**src/rtl/dpi_timer_pkg.sv**
```systemverilog
// dpi_timer_pkg: shared types and width helpers for the DPI timer bank.
package dpi_timer_pkg;
  localparam int DEF_CNT_W = 32;
  localparam int DEF_TS_W = 64;
  typedef logic [DEF_TS_W-1:0] ts_t;
  typedef logic [DEF_CNT_W-1:0] cnt_t;
  typedef struct packed {
    logic [3:0] ch;
    cnt_t ncyc;
    logic periodic;
  } chan_req_t;
  function automatic int ch_w(input int n);
    return n > 1 ? $clog2(n) : 1;
  endfunction
endpackage

```
**src/rtl/dpi_timer_channel.sv**
```systemverilog
// dpi_timer_channel: one cycle-wait channel, one-shot or periodic, stamping each expiry.
module dpi_timer_channel #(
  parameter int CNT_W = 32,
  parameter int TS_W = 64
) (
  input  logic             source_clock,
  input  logic             source_reset,
  input  logic             load,
  input  logic [CNT_W-1:0] ncyc,
  input  logic             periodic,
  input  logic             cancel,
  input  logic [TS_W-1:0]  timemark,
  output logic             busy,
  output logic             done,
  output logic [TS_W-1:0]  stamp
);
  logic [CNT_W-1:0] cnt, reload, n1;
  logic [TS_W-1:0] tm_next;
  logic per;
  always_comb begin
    n1 = ncyc == '0 ? CNT_W'(1) : ncyc;
    tm_next = timemark + TS_W'(1);
  end
  // cancel outranks both a new load and a same-edge expiry
  always_ff @(posedge source_clock or posedge source_reset) begin
    if (source_reset) begin
      busy <= 1'b0;
      done <= 1'b0;
      stamp <= '0;
      cnt <= '0;
      reload <= '0;
      per <= 1'b0;
    end else begin
      done <= 1'b0;
      if (cancel) begin
        busy <= 1'b0;
        cnt <= '0;
      end else if (load) begin
        busy <= periodic || ncyc != '0;
        cnt <= periodic ? n1 : ncyc;
        reload <= n1;
        per <= periodic;
        if (!periodic && ncyc == '0) begin
          done <= 1'b1;
          stamp <= tm_next;
        end
      end else if (busy) begin
        if (cnt == CNT_W'(1)) begin
          done <= 1'b1;
          stamp <= tm_next;
          busy <= per;
          cnt <= per ? reload : '0;
        end else begin
          cnt <= cnt - CNT_W'(1);
        end
      end
    end
  end
endmodule

```
**src/rtl/dpi_timer_bank.sv**
```systemverilog
// dpi_timer_bank: free-running timemark plus N_CH hardware wait channels armed by handshake.
module dpi_timer_bank
  import dpi_timer_pkg::*;
#(
  parameter int N_CH = 4,
  parameter int CNT_W = 32,
  parameter int TS_W = 64,
  localparam int CH_W = ch_w(N_CH)
) (
  input  logic                 source_clock,
  input  logic                 source_reset,
  input  logic                 req_valid,
  output logic                 req_ready,
  input  logic [CH_W-1:0]      req_ch,
  input  logic [CNT_W-1:0]     req_ncyc,
  input  logic                 req_periodic,
  input  logic [N_CH-1:0]      cancel,
  output logic [N_CH-1:0]      busy,
  output logic [N_CH-1:0]      done,
  output logic [N_CH*TS_W-1:0] done_stamp,
  output logic [TS_W-1:0]      timemark
);
  localparam int NP = 1 << CH_W;
  // padding to a full index range makes out-of-range channels read as not ready
  logic [NP-1:0] busy_p, cancel_p, valid_p;
  always_comb begin
    busy_p = NP'(busy);
    cancel_p = NP'(cancel);
    valid_p = NP'({N_CH{1'b1}});
    req_ready = valid_p[req_ch] && !busy_p[req_ch] && !cancel_p[req_ch];
  end
  always_ff @(posedge source_clock or posedge source_reset) begin
    if (source_reset) timemark <= '0;
    else timemark <= timemark + TS_W'(1);
  end
  for (genvar i = 0; i < N_CH; i++) begin : g_ch
    dpi_timer_channel #(.CNT_W(CNT_W), .TS_W(TS_W)) u_ch (
      .source_clock(source_clock),
      .source_reset(source_reset),
      .load(req_valid && req_ready && req_ch == CH_W'(i)),
      .ncyc(req_ncyc),
      .periodic(req_periodic),
      .cancel(cancel[i]),
      .timemark(timemark),
      .busy(busy[i]),
      .done(done[i]),
      .stamp(done_stamp[i*TS_W +: TS_W])
    );
  end
endmodule

```
**config.mk**
```make
export PLATFORM = sky130hd
export DESIGN_NAME = dpi_timer_bank
export DESIGN_NICKNAME = d
export VERILOG_FILES = /design/src/rtl/dpi_timer_pkg.sv /design/src/rtl/dpi_timer_channel.sv /design/src/rtl/dpi_timer_bank.sv
export SDC_FILE = /design/constraint.sdc
export NUM_CORES = 2
export LEC_CHECK = 0
export BUFFER_PORTS_ARGS = -buffer_cell sky130_fd_sc_hd__buf_2
export CORE_MARGIN = 10
export CORE_UTILIZATION = 45
export CTS_CLUSTER_DIAMETER = 80
export DETAILED_ROUTE_END_ITERATION = 10
export PLACE_DENSITY = 0.66
export SETUP_SLACK_MARGIN = 0.5
export SLEW_MARGIN = 20
export SYNTH_ARGS = -nofsm -noshare
export SYNTH_HDL_FRONTEND = slang
export SYNTH_SLANG_ARGS = --single-unit
```
**constraint.sdc**
```tcl
create_clock -name source_clock -period 23.6 [get_ports source_clock]
set_input_delay 5.9 -clock source_clock [delete_from_list [all_inputs] [get_ports source_clock]]
set_output_delay 5.9 -clock source_clock [all_outputs]
set_load 0.01 [all_outputs]
```
==> flow_metrics.env <==
export IMPL_start_kind="input pin"
export IMPL_synth_area_um2=27560
export IMPL_antenna_found_initial=2
export IMPL_status="finished clean"
export IMPL_critPathTopFamily="simple AND/OR/NAND/NOR gates"
export IMPL_synth_edf_count=0
export IMPL_multi_input_area_um2=11770
export IMPL_finalHoldViolCount=0
export IMPL_vias_per_cell=5.729
export IMPL_wl_per_cell_um=22.16
export IMPL_syn_num_nets=3133
export IMPL_rsz0062_at_grt="false"
export IMPL_synth_top_area_share_pct=53.39
export IMPL_clock_latency_ns=0.62
export IMPL_die_h_um=267.5
export IMPL_cts_resized_gates=0
export IMPL_crit_type="in2out"
export IMPL_fp_dieW_um=267.5
export IMPL_cap_violations=0
export IMPL_synth_distinct_cells=73
export IMPL_end_kind="primary output"
export IMPL_seq_area_um2=14710
export IMPL_setup_viol=0
export IMPL_num_vias=24022
export IMPL_grt_pass1_wl_um=142200
export IMPL_htree_levels=3
export IMPL_crit_fanout=19
export IMPL_synth_seq_cells=588
export IMPL_clkSinkCount=588
export IMPL_syn_area_per_cell_um2=8.941
export IMPL_final_common_cell="nand2_1"
export IMPL_wirelength_um=92920
export IMPL_hp_class="reg2reg"
export IMPL_p_leak_nw=15.90
export IMPL_nets=3411
export IMPL_crit_required_ns=17.70
export IMPL_dieArea_um2=71540
export IMPL_p_per_area_nw_per_um2=81.71
export IMPL_fin_tns_setup_ns=0
export IMPL_initial_core_util_pct=45.57
export IMPL_cts_tree="built"
export IMPL_drv_slew=0
export IMPL_yosysTopAreaCell="dfrtp_1"
export IMPL_fillCellCount=5558
export IMPL_root_buffer="clkbuf_16"
export IMPL_hold_slack_ns=0.4685
export IMPL_area_delta_synth_final_pct=17.04
export IMPL_drtIter0Drc=2368
export IMPL_worstPathCellList="buf_2, nor2_1, mux4_2, buf_2"
export IMPL_firstDrtPassIters=6
export IMPL_cts_path_max_buffers=3
export IMPL_period_needed_ns=13.20
export IMPL_worstMarginPinSlew_ns=1.010
export IMPL_final_cell_area_um2=32250
export IMPL_cts_hold_buf=0
export IMPL_async_flop_share_pct=100.0
export IMPL_numCtsBuffers=67
export IMPL_ios=371
export IMPL_final_cell_mix="712 x nand2_1, 588 x dfrtp_1, 370 x buf_2"
export IMPL_clk_pin_slew_ns=0.05
export IMPL_dpl_hpwl_um=61590
export IMPL_fin_crit_sh_pct=55.92
export IMPL_track_usage_pct=25.49
export IMPL_rows=90
export IMPL_cp_common_cell="buf_2"
export IMPL_cp_slowest_cell="nor2_1"
export IMPL_arrival_ns=7.30
export IMPL_ant_nets=0
export IMPL_crit_buf_inv=2
export IMPL_post_cts_buffers=0
export IMPL_grt_pass1_vias=23289
export IMPL_drcViolationCount=0
export IMPL_ys_seq_area_share_pct=53.39
export IMPL_placed_cell_area_um2=30020
export IMPL_slew_headroom_pct=32.68
export IMPL_fmax_mhz=75.77
export IMPL_syn_inst=3082
export IMPL_synthTopCellsByArea="dfrtp_1 53%, nand2_1 9.7%, o21ai_0 4.8%"
export IMPL_grt_overflow_total=0
export IMPL_ys_flop_type="dfrtp_1"
export IMPL_grt_max_degree=148
export IMPL_yosys_warnings=0
export IMPL_gp_congestion=0.8801
export IMPL_drive_above_1_share_pct=16.36
export IMPL_ir_drop_v=0.00005957
export IMPL_worst_path_largest_cell_delay_ns=0.65
export IMPL_final_setup_skew_ns=0.04088
export IMPL_io_buffers=370
export IMPL_core_area_um2=60470
per-stage QoR:
| step | utilization (%) | worst slack (ns) | power, mW | cells |
|---|---|---|---|---|
| after floorplan | - | 1.245 | 1.458 | 3082 |
| after global placement | 49.64 | 10.44 | 1.587 | 4072 |
| after detailed placement | 49.64 | 10.44 | 1.595 | 4072 |
| after CTS | 53.29 | 10.43 | 2.654 | 4191 |
| after global routing | 53.34 | 10.35 | 2.759 | 4193 |
| final | 53.34 | 10.40 | 2.635 | 4193 |
where the power goes:
group | switching, mW | internal [mW] | total [mW] | leakage (nW)
Sequential | 0.0600 | 1.09 | 1.15 | 7.55
Clock | 0.436 | 0.617 | 1.05 | 1.08
Combinational | 0.275 | 0.155 | 0.430 | 7.27
Total | 0.771 | 1.86 | 2.64 | 15.9
cell type report:
cell class / count / share of cell area (%)
Antenna cell: 1 / 0.007759
Clock inverter: 22 / 0.9699
Timing Repair Buffer: 416 / 6.913
Clock buffer: 97 / 5.862
Sequential cell: 588 / 45.62
Tap cell: 782 / 3.034
Inverter: 92 / 1.094
Multi-Input combinational cell: 2195 / 36.50
worst reg2reg max path, stage by stage (launching register included):
cell	delay, ns
dfrtp_1	0.37
buf_4	0.48
or4_2	0.24
buf_4	0.55
nor4_1	0.27
o21ai_4	0.75
buf_4	0.84
mux2_2	0.45
cells in the mapped netlist, drive strengths merged (8+ instances only):
library cell	number
a41oi	8
nand2	712
mux2i	10
o22ai	17
nor2b	18
and2	11
nor4	67
a221oi	24
clkbuf	176
a211oi	18
or4	13
xnor2	73
ha	9
o31ai	9
dfrtp	588
a21oi	167
a311oi	33
a31oi	56
nand3	77
a2111oi	8
buf	31
and3	27
a21boi	12
o21a	19
or3	24
and4	10
nor3	68
nand4	49
nor2	225
o21ai	266
or2	10
xor2	69
inv	91
routing by layer:
metal  part of all wire, %  vias to the layer above  wire length (um)  global-route usage, %
met3                   9.0                      206              8378                  8.236
met4                   4.7                        2              4373                  11.36
met5                 0.015                        -                14                 0.2131
met1                    40                    11726             37510                  32.56
met2                    46                      865             42640                  39.07
li1                      -                    11223                 -                      -
sequential cells by signal (all words and copies together), names as in the netlist:
register          flops
g_ch.u_ch.done        4
g_ch.u_ch.stamp     256
timemark             64
g_ch.u_ch.per         4
g_ch.u_ch.cnt       128
g_ch.u_ch.busy        4
g_ch.u_ch.reload    128
final timing paths:
kind / startpoint / to / slack (ns) / cells past startpoint
hold reg to reg: g_ch[0].u_ch.reload[11] / g_ch[0].u_ch.reload[11] / 0.47 / 2
setup reg to reg: g_ch[1].u_ch.busy / g_ch[1].u_ch.stamp[1] / 19.54 / 7
max in group asynchronous: source_reset / g_ch[1].u_ch.reload[18] / 15.36 / 6
min in group asynchronous: source_reset / g_ch[3].u_ch.stamp[25] / 5.43 / 2
hold / removal: g_ch[0].u_ch.reload[11] / g_ch[0].u_ch.reload[11] / 0.47 / 2
setup / recovery: cancel[2] / req_ready / 10.40 / 4
kinds of logic after synthesis:
family                     Yosys count  share of synthesized area, %
buffers and inverters              299                         4.300
DFF                                588                         53.39
and+or+nand+nor                   1339                         21.66
adders and majority gates            9                        0.4086
AOI/OAI and AO/OA                  687                         14.99
muxes                               18                        0.7310
xor gates and xnor gates           142                         4.513
No activity file was read; power rests on OpenSTA's default activity.
